File: src/rtl/mem_reg_pkg.sv
// Shared types and helpers for the mem_reg_bank register file:
// response state encoding, byte-strobe merge and address-width derivation.
package mem_reg_pkg;

    typedef enum logic {
        IDLE,
        HOLD
    } rsp_state_t;

    // Widest word the merge helper handles; callers zero-extend and truncate.
    localparam int unsigned MAX_W = 256;
    localparam int unsigned MAX_B = MAX_W / 8;

    function automatic int unsigned addr_width(input int unsigned depth);
        return (depth <= 2) ? 1 : $clog2(depth);
    endfunction

    function automatic logic [MAX_W-1:0] strb_merge(
        input logic [MAX_W-1:0] old_word,
        input logic [MAX_W-1:0] new_word,
        input logic [MAX_B-1:0] strb
    );
        logic [MAX_W-1:0] res;
        res = old_word;
        for (int unsigned i = 0; i < MAX_B; i++) begin
            if (strb[i]) res[i*8 +: 8] = new_word[i*8 +: 8];
        end
        return res;
    endfunction

endpackage

File: src/rtl/mem_reg_entry.sv
// One storage word with a written flag: byte-strobed write and synchronous
// flag clear. A simultaneous write re-sets the flag after the clear.
module mem_reg_entry
    import mem_reg_pkg::*;
#(
    parameter  int unsigned WIDTH = 16,
    localparam int unsigned NB    = WIDTH / 8
) (
    input  logic             clk,
    input  logic             reset_n,
    input  logic             i_clear,
    input  logic             i_we,
    input  logic [NB-1:0]    i_strb,
    input  logic [WIDTH-1:0] i_wdata,
    output logic [WIDTH-1:0] o_word,
    output logic             o_written
);

    logic [WIDTH-1:0] r_word;
    logic             r_written;
    logic [WIDTH-1:0] w_merged;

    assign w_merged = WIDTH'(strb_merge(MAX_W'(r_word), MAX_W'(i_wdata), MAX_B'(i_strb)));

    always_ff @(posedge clk or negedge reset_n) begin
        if (!reset_n) begin
            r_word    <= '0;
            r_written <= 1'b0;
        end else begin
            if (i_we) r_word <= w_merged;
            if (i_clear) r_written <= 1'b0;
            if (i_we && (|i_strb)) r_written <= 1'b1;
        end
    end

    assign o_word    = r_word;
    assign o_written = r_written;

endmodule

File: src/rtl/mem_reg_bank.sv
// DEPTH x WIDTH register bank with byte-strobed writes, per-word written flags
// and a registered valid/ready read response port with same-cycle write bypass.
module mem_reg_bank
    import mem_reg_pkg::*;
#(
    parameter  int unsigned WIDTH = 16,
    parameter  int unsigned DEPTH = 4,
    localparam int unsigned AW    = addr_width(DEPTH),
    localparam int unsigned NB    = WIDTH / 8
) (
    input  logic             clk,
    input  logic             reset_n,
    input  logic             clear,
    input  logic             wr_en,
    input  logic [AW-1:0]    wr_addr,
    input  logic [NB-1:0]    wr_strb,
    input  logic [WIDTH-1:0] wr_data,
    input  logic             rd_req,
    input  logic [AW-1:0]    rd_addr,
    output logic             rd_gnt,
    output logic             rd_valid,
    input  logic             rd_ready,
    output logic [WIDTH-1:0] rd_data,
    output logic             rd_err
);

    logic [WIDTH-1:0] w_words [DEPTH];
    logic             w_flags [DEPTH];
    logic [DEPTH-1:0] w_we;

    for (genvar k = 0; k < DEPTH; k++) begin : g_entry
        assign w_we[k] = wr_en && (wr_addr == AW'(k));

        mem_reg_entry #(.WIDTH(WIDTH)) u_entry (
            .clk       (clk),
            .reset_n   (reset_n),
            .i_clear   (clear),
            .i_we      (w_we[k]),
            .i_strb    (wr_strb),
            .i_wdata   (wr_data),
            .o_word    (w_words[k]),
            .o_written (w_flags[k])
        );
    end

    logic             w_rd_in_range;
    logic [WIDTH-1:0] w_sel_word;
    logic             w_sel_flag;
    logic             w_bypass;
    logic [WIDTH-1:0] w_rsp_data;
    logic             w_rsp_err;

    assign w_rd_in_range = (32'(rd_addr) < DEPTH);

    always_comb begin
        w_sel_word = '0;
        w_sel_flag = 1'b0;
        for (int unsigned k = 0; k < DEPTH; k++) begin
            if (rd_addr == AW'(k)) begin
                w_sel_word = w_words[k];
                w_sel_flag = w_flags[k];
            end
        end
    end

    assign w_bypass = wr_en && (wr_addr == rd_addr);

    // Response reflects the flag as it will be after this cycle's clear/write.
    always_comb begin
        w_rsp_data = '0;
        w_rsp_err  = 1'b1;
        if (w_rd_in_range) begin
            if (w_bypass) begin
                w_rsp_data = WIDTH'(strb_merge(MAX_W'(w_sel_word), MAX_W'(wr_data), MAX_B'(wr_strb)));
                w_rsp_err  = !((|wr_strb) || (w_sel_flag && !clear));
            end else begin
                w_rsp_data = w_sel_word;
                w_rsp_err  = !(w_sel_flag && !clear);
            end
        end
    end

    rsp_state_t       r_state;
    rsp_state_t       w_next;
    logic             w_capture;
    logic [WIDTH-1:0] r_data;
    logic             r_err;

    always_comb begin
        w_next    = r_state;
        w_capture = 1'b0;
        rd_gnt    = 1'b0;
        case (r_state)
            IDLE: begin
                rd_gnt = 1'b1;
                if (rd_req) begin
                    w_capture = 1'b1;
                    w_next    = HOLD;
                end
            end
            HOLD: begin
                rd_gnt = rd_ready;
                if (rd_ready) begin
                    if (rd_req) w_capture = 1'b1;
                    else        w_next    = IDLE;
                end
            end
            default: w_next = IDLE;
        endcase
    end

    always_ff @(posedge clk or negedge reset_n) begin
        if (!reset_n) begin
            r_state <= IDLE;
            r_data  <= '0;
            r_err   <= 1'b0;
        end else begin
            r_state <= w_next;
            if (w_capture) begin
                r_data <= w_rsp_data;
                r_err  <= w_rsp_err;
            end else if (w_next == IDLE) begin
                r_data <= '0;
                r_err  <= 1'b0;
            end
        end
    end

    assign rd_valid = (r_state == HOLD);
    assign rd_data  = r_data;
    assign rd_err   = r_err;

endmodule

File: config.mk
export PLATFORM = sky130hd
export DESIGN_NAME = mem_reg_bank
export DESIGN_NICKNAME = d
export VERILOG_FILES = /design/src/rtl/mem_reg_pkg.sv /design/src/rtl/mem_reg_entry.sv /design/src/rtl/mem_reg_bank.sv
export SDC_FILE = /design/constraint.sdc
export NUM_CORES = 1
export LEC_CHECK = 0
export CAP_MARGIN = 20
export CORE_ASPECT_RATIO = 0.6
export CORE_UTILIZATION = 60
export CTS_BUF_LIST = sky130_fd_sc_hd__clkbuf_16
export DETAILED_ROUTE_END_ITERATION = 8
export PLACE_DENSITY = 0.85
export SETUP_SLACK_MARGIN = 0.2
export SLEW_MARGIN = 20
export SYNTH_ARGS = -nofsm -noshare
export SYNTH_HDL_FRONTEND = slang
export SYNTH_SLANG_ARGS = --single-unit
File: constraint.sdc
create_clock -name clk -period 4.1 [get_ports clk]
set_input_delay 0.82 -clock clk [delete_from_list [all_inputs] [get_ports clk]]
set_output_delay 0.82 -clock clk [all_outputs]
set_load 0.02 [all_outputs]
Yosys cells after proc, flatten, opt, wreduce, memory -nomap -nowiden
Index checks and enable logic that the tools add are counted.

word-level totals
  flip-flop bits (word level) = 86
  input port bits = 28
  output and inout bits = 19

operators by class
  eq/ne operators = 8
  muxes and demuxes = 27
  bitwise logic cells = 1
  reductions and logical operators = 29

operators with widths
  operator              number
  $mux W16              7
  $mux W8               2
  $reduce_and A2 Y1     8
  $mux W1               15
  $logic_and A1 B1 Y1   10
  $eq A2 B2 Y1 const B  4
  $reduce_bool A2 Y1    4
  $pmux W1 S2           3
  $eq A2 B1 Y1 const B  2
  $logic_not A2 Y1      2
  $logic_not A1 Y1      3
  $eq A2 B2 Y1          1
  $ne A2 B1 Y1 const B  1
  $reduce_or A2 Y1      1
  $logic_or A1 B1 Y1    1
  $not A1 Y1            1

Depth between registers and ports, before layout
  depth in word-level cells = 10
  depth in mapped cells = 6
  depth with buffers taken out = 4

Modules after synthesis
A second synthesis with hierarchy kept.

unflattened totals
  cell total of the unflattened synthesis = 262
  area, all modules = 3905.0 sq um

by module, submodules not included
  module         times used  cells an instance  area an instance (sq um)
  mem_reg_entry  4           38                 631.9
  mem_reg_bank   1           110                1377.6

Least setup slack after synthesis
No wires, ideal clock.

  path kind = input-to-output
  start point = input rd_ready
  end point = output rd_gnt
  arrival time = 1192 ps
  required time = 3280 ps
  path slack = 2088 ps
  cell stages on the path = 3
  cells stage by stage = nor2b_1 > buf_2 > inv_1

between the ends
  cells in the longest elaborated chain, start to end = 1

ends and longest elaborated chain
  item         RTL line            RTL
  from (decl)  mem_reg_bank.sv:22  input logic rd_ready,
  $pmux W1 S2  mem_reg_bank.sv:93  case (r_state)
  to (decl)    mem_reg_bank.sv:20  output logic rd_gnt,

Every way passes these cells.

Final worst setup path
Same ends and word-level chain as after synthesis.

==> impl_metrics.env <==
export IMPL_post_route_period_util_pct=74.9
export IMPL_min_to="rd_data[0]"
export IMPL_synth_cell_types=28
export IMPL_layout_area_seq_mm2=0.00215
export IMPL_worstPathRequired_ns=3.28
export IMPL_critPathMaxFanout=18
export IMPL_end_kind="primary output"
export IMPL_syn_nets=296
export IMPL_grt_pass1_vias=2473
export IMPL_yosys_register_bits=86
export IMPL_fillers=389
export IMPL_fin_crit_ns=3.07
export IMPL_clock_sinks=86
export IMPL_finalMaxSlewViolations=0
export IMPL_final_nets=342
export IMPL_cts_resized=0
export IMPL_port_buffer_count=46
export IMPL_grt_ovfl_total=0
export IMPL_routed_wl_um=7930
export IMPL_cts_buffers=9
export IMPL_timing_slew_headroom_pct=50.3
export IMPL_drtAntennaViolNets=0
export IMPL_finClkSkew_ns=0.00825
export IMPL_cp_start_kind="input port"
export IMPL_die_h_um=64.5
export IMPL_synthCells=268
export IMPL_post_drt_via_cell_ratio=6.01
export IMPL_hpwl_um=5330
export IMPL_groute_usage_overall_pct=25.9
export IMPL_post_drt_wl_per_cell_um=19.7
export IMPL_setup_ws_ns=1.03
export IMPL_remaining_drc_errors=0
export IMPL_p_per_area_mw_per_mm2=491
export IMPL_gp_congestion=0.829
export IMPL_start_util_pct=63.1
export IMPL_cts_tree="built"
export IMPL_diodes=0
export IMPL_ys_seq_area_share_pct=55.1
export IMPL_vdd_drop_max_mv=0.304
export IMPL_drive_gt1_share_pct=30.7
export IMPL_hold_start="rd_data[0]"
export IMPL_worstHoldPathType="reg2reg"
export IMPL_grt_antenna_before_repair=0
export IMPL_rsz0062_at_grt="no"
export IMPL_clk_latency_ns=0.34
export IMPL_r2r_end="rd_err"
export IMPL_clockBufferDepth=2
export IMPL_drtIter0Drc=110
export IMPL_r2r_start="rd_valid"
export IMPL_rows=22
export IMPL_cap_violations=0
export IMPL_synth_area_mm2=0.00390
export IMPL_finalSetupViolCount=0
export IMPL_htreeDepth=3
export IMPL_core_region_area_mm2=0.00619
export IMPL_cts_clk_slew_worst_paths_ns=0.05
export IMPL_cts_setup_buffers=0
export IMPL_ys_warn_count=0
export IMPL_worst_pin_slew_ns=0.746
export IMPL_r2r_cells=5
export IMPL_hold_buffers=0
export IMPL_crit_type="in2out"
export IMPL_max_freq_mhz=325
export IMPL_dp_slack_ns=1.03
export IMPL_arrival_ns=2.25
export IMPL_dr_total_vias=2423
export IMPL_multi_input_area_mm2=0.00164
export IMPL_synth_area_per_cell_um2=14.6
export IMPL_setup_tns_final_ns=0
export IMPL_num_io_pins=47
export IMPL_status="finished, final reports clean"
export IMPL_area_delta_synth_final_pct=19.9
export IMPL_min_delay_path_depth=2
export IMPL_r2r_slack_ns=2.27
export IMPL_power_leakage_nw=1.95
export IMPL_grt_max_degree=87
export IMPL_dr_pass1_iters=4
export IMPL_grt_pass1_wl_um=12800
export IMPL_hold_violations=0
export IMPL_die_w_um=106
export IMPL_cts_root_buffer="clkbuf_16"
export IMPL_design_die_area_mm2=0.00685
-- Yosys cell counts --
library cell   n  area, µm²
inv_1          5       18.8
o21ai_0        9       45.0
buf_6          3       33.8
nand3_1        1       5.00
nor2_1         2       7.51
nand2b_1       1       6.26
nor3b_1        1       7.51
mux4_1         6        158
mux2_2        64        721
and3b_1        1       8.76
buf_4          2       15.0
nor2b_1        1       6.26
o41ai_4        1       27.5
mux2i_1       16        160
o32ai_1        1       8.76
o22ai_1        1       6.26
and2_1         2       12.5
xor2_1         2       17.5
nand2_1       25       93.8
clkbuf_1       4       15.0
nand4_1        2       12.5
nor3_2         1       10.0
buf_2          7       35.0
mux4_2        11        248
dfrtp_1       86       2150
nor3_1         1       5.00
o21ai_1       11       55.1
nor2b_4        1       13.8
-- sequential cells by signal, summed over array words and instances, names as in the netlist --
signal and flops:
rd_valid 1, rd_err 1, g_entry.u_entry.o_written 4, g_entry.u_entry.o_word 64, rd_data 16
-- cells by family (layout without fill, tap and decap cells) --
group	Yosys count	in the layout	share of synthesized area (%)
and+or+nand+nor	39	39	4.84
buffers and inverters	21	72	3.01
xor gates and xnor gates	2	2	0.449
muxes	97	97	32.9
AOI/OAI and AO/OA	23	23	3.65
DFF	86	86	55.1
-- cell usage in the layout (no fill, tap or decap), drive strengths merged --
cell type	instances
clkinv	6
nand4	2
inv	5
clkinvlp	1
o22ai	1
nand2b	1
o21ai	20
mux2	64
nor3b	1
dfrtp	86
nand2	25
nand3	1
and3b	1
clkdlybuf4s50	45
nor2	2
nor3	2
mux4	17
nor2b	2
buf	6
o32ai	1
o41ai	1
xor2	2
and2	2
clkbuf	9
mux2i	16
-- power by group --
group          internal [W]  leakage (nW)  switching, W
logic              0.000274         0.770      0.000192
clock network      0.000404         0.128      0.000317
registers           0.00102          1.05     0.0000916
total               0.00170          1.95      0.000601
-- through the flow --
step / utilization, % / total power [W] / hold slack (ns) / cell area, µm² / cells
global route: 75.6 / 0.00240 / 0.509 / 4680 / 403
floorplan: - / 0.00140 / 0.470 / 3910 / 268
finish: 75.6 / 0.00230 / 0.479 / 4680 / 403
global placement: 71.2 / 0.00155 / 0.463 / 4410 / 387
detailed placement: 71.2 / 0.00159 / 0.470 / 4410 / 387
CTS: 75.5 / 0.00231 / 0.482 / 4680 / 403
-- area by class of cell --
cell class,instances,area share [%]
Sequential cell,86,46.0
Multi-Input combinational cell,161,35.0
Timing Repair Buffer,51,10.7
Clock buffer,9,4.81
Tap cell,84,2.24
Clock inverter,7,0.882
Inverter,5,0.401
-- routing by layer --
layer  vias up  global-route usage [%]  part of all wire, %
met5         -                       0                    0
met4         0                    10.1                  1.3
met2        52                    41.0                   50
li1       1075                       -                    -
met3        10                    5.63                  3.9
met1      1286                    35.5                   45
-- worst max-delay path, stage by stage --
cell	delay (ns)
clkdlybuf4s50_1	0.40
nor2b_1	0.12
buf_4	0.26
inv_1	0.11
clkdlybuf4s50_1	0.55
-- how the worst max path moves through the flow --
stage                     startpoint      to  slack (ns)  cells past startpoint
after floorplan             rd_ready  rd_gnt        2.09                      3
after global placement      rd_ready  rd_gnt        1.06                      5
after detailed placement    rd_ready  rd_gnt        1.03                      5
after CTS                   rd_ready  rd_gnt        1.01                      5
after global routing        rd_ready  rd_gnt        0.95                      5
final                       rd_ready  rd_gnt        1.03                      5
(Power assumes the default switching activity.)
